$ cat src/rtl/vc_fifo_bank_if.sv
// Handshake/status bundle between the source/arbiter and the vc_fifo_bank.
// The master drives push/pop requests. The slave (the bank) returns data and per-channel status.
interface vc_fifo_bank_if #(
  parameter int DATA_W = 5
);
  logic              push;
  logic [1:0]        push_id;
  logic [DATA_W-1:0] data_in;
  logic              pop;
  logic [1:0]        pop_id;
  logic [DATA_W-1:0] data_out;
  logic              valid;
  logic [3:0]        empty;
  logic [3:0]        full;
  logic [3:0]        almost_full;
  logic              overflow_err;
  logic              underflow_err;

  modport master (
    output push, push_id, data_in, pop, pop_id,
    input  data_out, valid, empty, full, almost_full, overflow_err, underflow_err
  );

  modport slave (
    input  push, push_id, data_in, pop, pop_id,
    output data_out, valid, empty, full, almost_full, overflow_err, underflow_err
  );
endinterface

$ cat src/rtl/vc_fifo_bank.sv
// Four independent virtual-channel FIFOs with a registered pop port and per-channel status flags.
// Define VC_FIFO_ERR_EN to build the registered overflow_err/underflow_err pulses; otherwise both are tied low.
module vc_fifo_bank #(
  parameter int DATA_W    = 5,
  parameter int DEPTH     = 4,
  parameter int AF_THRESH = 3
) (
  input  logic                 clk,
  input  logic                 reset,
  vc_fifo_bank_if.slave        bus
);
  localparam int NCH   = 4;
  localparam int PTR_W = $clog2(DEPTH);
  localparam int CNT_W = PTR_W + 1;

  logic [DATA_W-1:0] mem_q [NCH][DEPTH];
  logic [PTR_W-1:0]  wr_ptr_q [NCH];
  logic [PTR_W-1:0]  wr_ptr_d [NCH];
  logic [PTR_W-1:0]  rd_ptr_q [NCH];
  logic [PTR_W-1:0]  rd_ptr_d [NCH];
  logic [CNT_W-1:0]  cnt_q [NCH];
  logic [CNT_W-1:0]  cnt_d [NCH];
  logic [DATA_W-1:0] data_out_q, data_out_d;
  logic              valid_q, valid_d;
  logic [NCH-1:0]    empty_s, full_s, af_s;
  logic [NCH-1:0]    push_hit_s, pop_hit_s;
  logic              push_acc_s, pop_acc_s;

  // Status decode from the registered occupancy counters.
  always_comb begin
    for (int i = 0; i < NCH; i++) begin
      empty_s[i] = (cnt_q[i] == {CNT_W{1'b0}});
      full_s[i]  = (cnt_q[i] == CNT_W'(DEPTH));
      af_s[i]    = (cnt_q[i] >= CNT_W'(AF_THRESH));
    end
  end

  // A push into a full channel still succeeds when the same edge pops that channel.
  always_comb begin
    pop_acc_s  = bus.pop && !empty_s[bus.pop_id];
    push_acc_s = bus.push && (!full_s[bus.push_id] || (pop_acc_s && (bus.pop_id == bus.push_id)));
    for (int i = 0; i < NCH; i++) begin
      push_hit_s[i] = push_acc_s && (bus.push_id == 2'(i));
      pop_hit_s[i]  = pop_acc_s && (bus.pop_id == 2'(i));
    end
  end

  // Per-channel pointer and counter next state.
  always_comb begin
    for (int i = 0; i < NCH; i++) begin
      if (push_hit_s[i]) begin
        wr_ptr_d[i] = wr_ptr_q[i] + PTR_W'(1);
      end else begin
        wr_ptr_d[i] = wr_ptr_q[i];
      end
      if (pop_hit_s[i]) begin
        rd_ptr_d[i] = rd_ptr_q[i] + PTR_W'(1);
      end else begin
        rd_ptr_d[i] = rd_ptr_q[i];
      end
      case ({push_hit_s[i], pop_hit_s[i]})
        2'b10:   cnt_d[i] = cnt_q[i] + CNT_W'(1);
        2'b01:   cnt_d[i] = cnt_q[i] - CNT_W'(1);
        default: cnt_d[i] = cnt_q[i];
      endcase
    end
  end

  // Output register: data_out holds its last word when no pop is accepted.
  always_comb begin
    valid_d = pop_acc_s;
    if (pop_acc_s) begin
      data_out_d = mem_q[bus.pop_id][rd_ptr_q[bus.pop_id]];
    end else begin
      data_out_d = data_out_q;
    end
  end

  // Control state; async reset discards all contents immediately.
  always_ff @(posedge clk or negedge reset) begin
    if (!reset) begin
      for (int i = 0; i < NCH; i++) begin
        wr_ptr_q[i] <= {PTR_W{1'b0}};
        rd_ptr_q[i] <= {PTR_W{1'b0}};
        cnt_q[i]    <= {CNT_W{1'b0}};
      end
      data_out_q <= {DATA_W{1'b0}};
      valid_q    <= 1'b0;
    end else begin
      for (int i = 0; i < NCH; i++) begin
        wr_ptr_q[i] <= wr_ptr_d[i];
        rd_ptr_q[i] <= rd_ptr_d[i];
        cnt_q[i]    <= cnt_d[i];
      end
      data_out_q <= data_out_d;
      valid_q    <= valid_d;
    end
  end

  // Storage array is intentionally not reset.
  always_ff @(posedge clk) begin
    if (push_acc_s) begin
      mem_q[bus.push_id][wr_ptr_q[bus.push_id]] <= bus.data_in;
    end
  end

  assign bus.data_out    = data_out_q;
  assign bus.valid       = valid_q;
  assign bus.empty       = empty_s;
  assign bus.full        = full_s;
  assign bus.almost_full = af_s;

`ifdef VC_FIFO_ERR_EN
  logic overflow_err_q, overflow_err_d;
  logic underflow_err_q, underflow_err_d;

  // Rejected-request detection.
  always_comb begin
    overflow_err_d  = bus.push && !push_acc_s;
    underflow_err_d = bus.pop && !pop_acc_s;
  end

  // One-cycle registered error pulses.
  always_ff @(posedge clk or negedge reset) begin
    if (!reset) begin
      overflow_err_q  <= 1'b0;
      underflow_err_q <= 1'b0;
    end else begin
      overflow_err_q  <= overflow_err_d;
      underflow_err_q <= underflow_err_d;
    end
  end

  assign bus.overflow_err  = overflow_err_q;
  assign bus.underflow_err = underflow_err_q;
`else
  assign bus.overflow_err  = 1'b0;
  assign bus.underflow_err = 1'b0;
`endif

endmodule

$ cat src/flat_wrapper.sv
// flat-port wrapper written by rule: the top's interface ports become plain ports
module vc_fifo_bank_flat 
#(
  parameter int DATA_W    = 5,
  parameter int DEPTH     = 4,
  parameter int AF_THRESH = 3
)
  (clk, reset, bus_push, bus_push_id, bus_data_in, bus_pop, bus_pop_id, bus_data_out, bus_valid, bus_empty, bus_full, bus_almost_full, bus_overflow_err, bus_underflow_err);
  vc_fifo_bank_if #(.DATA_W(DATA_W)) bus_i ();
  input  logic clk;
  input  logic reset;
  input wire logic [$bits(bus_i.push)-1:0] bus_push;
  input wire logic [$bits(bus_i.push_id)-1:0] bus_push_id;
  input wire logic [$bits(bus_i.data_in)-1:0] bus_data_in;
  input wire logic [$bits(bus_i.pop)-1:0] bus_pop;
  input wire logic [$bits(bus_i.pop_id)-1:0] bus_pop_id;
  output wire logic [$bits(bus_i.data_out)-1:0] bus_data_out;
  output wire logic [$bits(bus_i.valid)-1:0] bus_valid;
  output wire logic [$bits(bus_i.empty)-1:0] bus_empty;
  output wire logic [$bits(bus_i.full)-1:0] bus_full;
  output wire logic [$bits(bus_i.almost_full)-1:0] bus_almost_full;
  output wire logic [$bits(bus_i.overflow_err)-1:0] bus_overflow_err;
  output wire logic [$bits(bus_i.underflow_err)-1:0] bus_underflow_err;
  assign bus_i.push = bus_push;
  assign bus_i.push_id = bus_push_id;
  assign bus_i.data_in = bus_data_in;
  assign bus_i.pop = bus_pop;
  assign bus_i.pop_id = bus_pop_id;
  assign bus_data_out = bus_i.data_out;
  assign bus_valid = bus_i.valid;
  assign bus_empty = bus_i.empty;
  assign bus_full = bus_i.full;
  assign bus_almost_full = bus_i.almost_full;
  assign bus_overflow_err = bus_i.overflow_err;
  assign bus_underflow_err = bus_i.underflow_err;
  vc_fifo_bank #(.DATA_W(DATA_W), .DEPTH(DEPTH), .AF_THRESH(AF_THRESH)) u_core (.clk(clk), .reset(reset), .bus(bus_i));
endmodule
$ cat config.mk
export PLATFORM = sky130hd
export DESIGN_NAME = vc_fifo_bank_flat
export DESIGN_NICKNAME = d
export VERILOG_FILES = /design/src/rtl/vc_fifo_bank_if.sv /design/src/rtl/vc_fifo_bank.sv /design/src/flat_wrapper.sv
export SDC_FILE = /design/constraint.sdc
export NUM_CORES = 1
export LEC_CHECK = 0
export ABC_AREA = 1
export ABC_CLOCK_PERIOD_IN_PS = 4200
export CAP_MARGIN = 20
export CORE_MARGIN = 3
export CORE_UTILIZATION = 60
export CTS_BUF_LIST = sky130_fd_sc_hd__clkbuf_8
export DETAILED_ROUTE_END_ITERATION = 7
export DONT_BUFFER_PORTS = 1
export PLACE_DENSITY = 0.76
export SLEW_MARGIN = 5
export SYNTH_ARGS = -nofsm -noshare
export SYNTH_HDL_FRONTEND = slang
export SYNTH_SLANG_ARGS = --single-unit
$ cat constraint.sdc
create_clock -name clk -period 4.2 [get_ports clk]
set_input_delay 0.84 -clock clk [delete_from_list [all_inputs] [get_ports clk]]
set_output_delay 0.84 -clock clk [all_outputs]
set_load 0.05 [all_outputs]
==> metrics <==
Hold WC Path Type in -> async; register area 0.00325 mm^2; post-CTS sizing 0; Syn Area/Cell 9.72 um^2; Slew @ Worst Pin 975 ps; CP required 4520 ps; IO Pins 33; ANT cells 0; Pre-Repair DR Iteration Count 5; simple-gate portion of the synthesized area 24.4%; clock sink count 114; max_cap viols 0; Worst Setup End Kind register; nets@finish 566; Max Freq 352 MHz; clk_lat worst skew 440 ps; P&R area growth vs syn 9.97%; slew margin rel. 34.6%; Worst Setup Start Kind register; Routed WL 11100 um; number of synthesized flops with an enable pin 80; reg2reg start u_core.cnt_q[7]$_DFFE_PN0P_; starting density of the core 62.3%; Synth area leader edfxtp_1; run status finished clean; final setup vio count 0; Final GP Congestion 0.897; Final min period 2840 ps; synthesized-area fraction occupied by xor and xnor cells 3.73%; Syn. warnings 0; global-route wire length before repair 17700 um; crit path DAT 3160 ps; Adder-Cell Fraction of Synth Area 2.52%; CTS tree done; maximum fanout along the worst path 16; TNS Setup 0 ps; DR iter-0 viols 336; VDD IR-drop max 0.295 mV; via/cell ratio 5.51; FF-to-FF path depth 13; via count 3651; Synth Instances 532; Core Footprint 0.00830 mm^2; largest net degree at the start of global routing 35; layout cell share with drive strength beyond 1 9.68%; vias in the first global route 3530; Total GRT Usage 24.2%; DP HPWL 7460 um; Compound-Gate Fraction of Synth Area 1.79%; Layout Skew 16.4 ps; leading post-synthesis cells by cell area edfxtp_1, dfrtp_1, nand2_1, nor2_1, xor2_1; IO buf count 0; WS Path Type reg -> reg; Die X 98.8 um; P_leak 2.49 nW; clock-pin slew on the worst setup and hold paths 80 ps; Primary FF master, synth edfxtp_1; reg2reg setup slack 1360 ps; setup bufs post-CTS 0; post-cts hold buffer count 0; CTS Buf Count 17; Tot Pwr 0.00361 W; mapped cell area 0.00517 mm^2; Final period util 67.5%; multi-input logic area 0.00170 mm^2; final cell count without fillers 663; largest family of logic cells by synthesized area simple AND/OR/NAND/NOR gates; Die H 98.8 um; H-tree depth 4; synthesized flop and latch total 114; share of the synthesized area in the top cell type 46.5%; Unique masters post-synth 24; fill cell count 622; max-slew violations 0; num rows 33; CP startpoint u_core.cnt_q[7]$_DFFE_PN0P_; grt total ovfl 0; deepest clock path buffer count 2; DRC Markers 0; remaining antenna violation count 0; post-DR wirelength/cell 16.8 um; Seq/Total Area, Yosys 62.9%; post-synthesis mux area share 0%; CTS root buf clkbuf_8; die area 0.00976 mm^2; RSZ-0062 raised after global routing no; Pwr per Cell Area 634 mW/mm^2; final-report hold violation count 0; placed cell count 631; initial antenna violation count 0; asr flop ratio synth 29.8%
synthesized netlist by cell type, drive strengths merged, types with 6 or more instances:
master  number
buf         11
dfrtp       34
edfxtp      80
inv         41
nand2      213
nand3       24
nand4        9
nor2        56
nor3        10
o21ai       12
xnor2        6
xor2        16
worst paths after layout:
path,end
max,u_core.cnt_q[8]$_DFFE_PN0P_
min,u_core.cnt_q[5]$_DFFE_PN0P_
max reg2reg,u_core.cnt_q[8]$_DFFE_PN0P_
min reg2reg,u_core.rd_ptr_q[5]$_DFFE_PN0P_
max in group asynchronous,u_core.cnt_q[1]$_DFFE_PN0P_
min in group clk,u_core.rd_ptr_q[5]$_DFFE_PN0P_
cell usage in the layout, fill, tap and decap left out:
| master | synthesis | layout |
|---|---|---|
| dfrtp_1 | 34 | 34 |
| or2_2 | 1 | 1 |
| o21a_1 | 1 | 1 |
| nor3_1 | 10 | 8 |
| nor2_2 | 3 | 3 |
| fa_1 | 4 | 4 |
| buf_4 | 4 | 8 |
| a21oi_1 | 5 | 5 |
| o21ai_0 | 12 | 8 |
| nand3_1 | 22 | 22 |
| nand2_2 | 1 | 1 |
| clkinv_4 | 0 | 3 |
| nor2_1 | 53 | 53 |
| conb_1 | 1 | 2 |
| xnor2_1 | 6 | 6 |
| clkinv_2 | 0 | 4 |
| clkinvlp_4 | 0 | 2 |
| nand2_1 | 212 | 212 |
| nand3_2 | 2 | 2 |
| inv_2 | 5 | 5 |
| ha_1 | 4 | 4 |
| nand4_1 | 9 | 9 |
| bufinv_16 | 0 | 2 |
| xor2_1 | 16 | 16 |
| clkbuf_8 | 0 | 17 |
| o21ai_1 | 0 | 4 |
| inv_1 | 36 | 36 |
| inv_6 | 0 | 4 |
| nor3_2 | 0 | 2 |
| edfxtp_1 | 80 | 80 |
where the power goes:
part	switching (W)	leakage [nW]	internal, W	total [W]
clock network	0.000484	0.197	0.000531	0.00101
logic	0.000667	1.16	0.000268	0.000935
registers	0.000251	1.13	0.00140	0.00166
state kept, by name, summed over array words and instances, names as in the netlist:
signal               count
u_core.bus.data_out      5
u_core.bus.valid         1
u_core.cnt_q            12
u_core.mem_q            80
u_core.rd_ptr_q          8
u_core.wr_ptr_q          8
layer usage:
layer	global-route usage, %	vias to the layer above	share of wire [%]
met4	9.87	0	1.8
met5	0	-	0
met3	7.08	23	7.1
met2	36.5	144	47
met1	33.3	1747	44
li1	-	1737	-
area by class of cell:
class                           count  share of cell area, %
Timing Repair Buffer                8                   1.06
Inverter                           41                   2.71
Multi-Input combinational cell    363                   29.8
Tap cell                          105                   2.31
Sequential cell                   114                   57.2
Clock inverter                     15                   2.75
Clock buffer                       17                   4.12
worst max-delay path, cell delays in order (launching register included):
cell and delay (ps):
dfrtp_1 410, nor2_1 170, nand2_1 60, inv_1 380, a21oi_1 140, nand2_1 110
nand2_2 210, nand3_1 220, ha_1 180, inv_1 70, fa_1 370, a21oi_1 140
o21ai_0 110, xor2_1 150
through the flow:
step | area, um^2 | hold WS (ps) | worst slack, ps | utilization (%)
after floorplan | 5170 | 434 | 1080 | -
after global placement | 5290 | 459 | 1090 | 63.8
after detailed placement | 5290 | 464 | 1010 | 63.8
after CTS | 5680 | 60.5 | 1370 | 68.5
after global routing | 5680 | 55.3 | 1120 | 68.5
final | 5680 | 80.6 | 1360 | 68.5
cell families (layout without fill, tap and decap cells):
group	count (synthesis)	after routing
compound gates	18	18
flops	114	114
other cells	1	2
simple gates	313	313
xor+xnor	22	22
fa+ha+maj	8	8
buf+inv	56	81
Note: power is estimated with default switching activity, not from simulation.
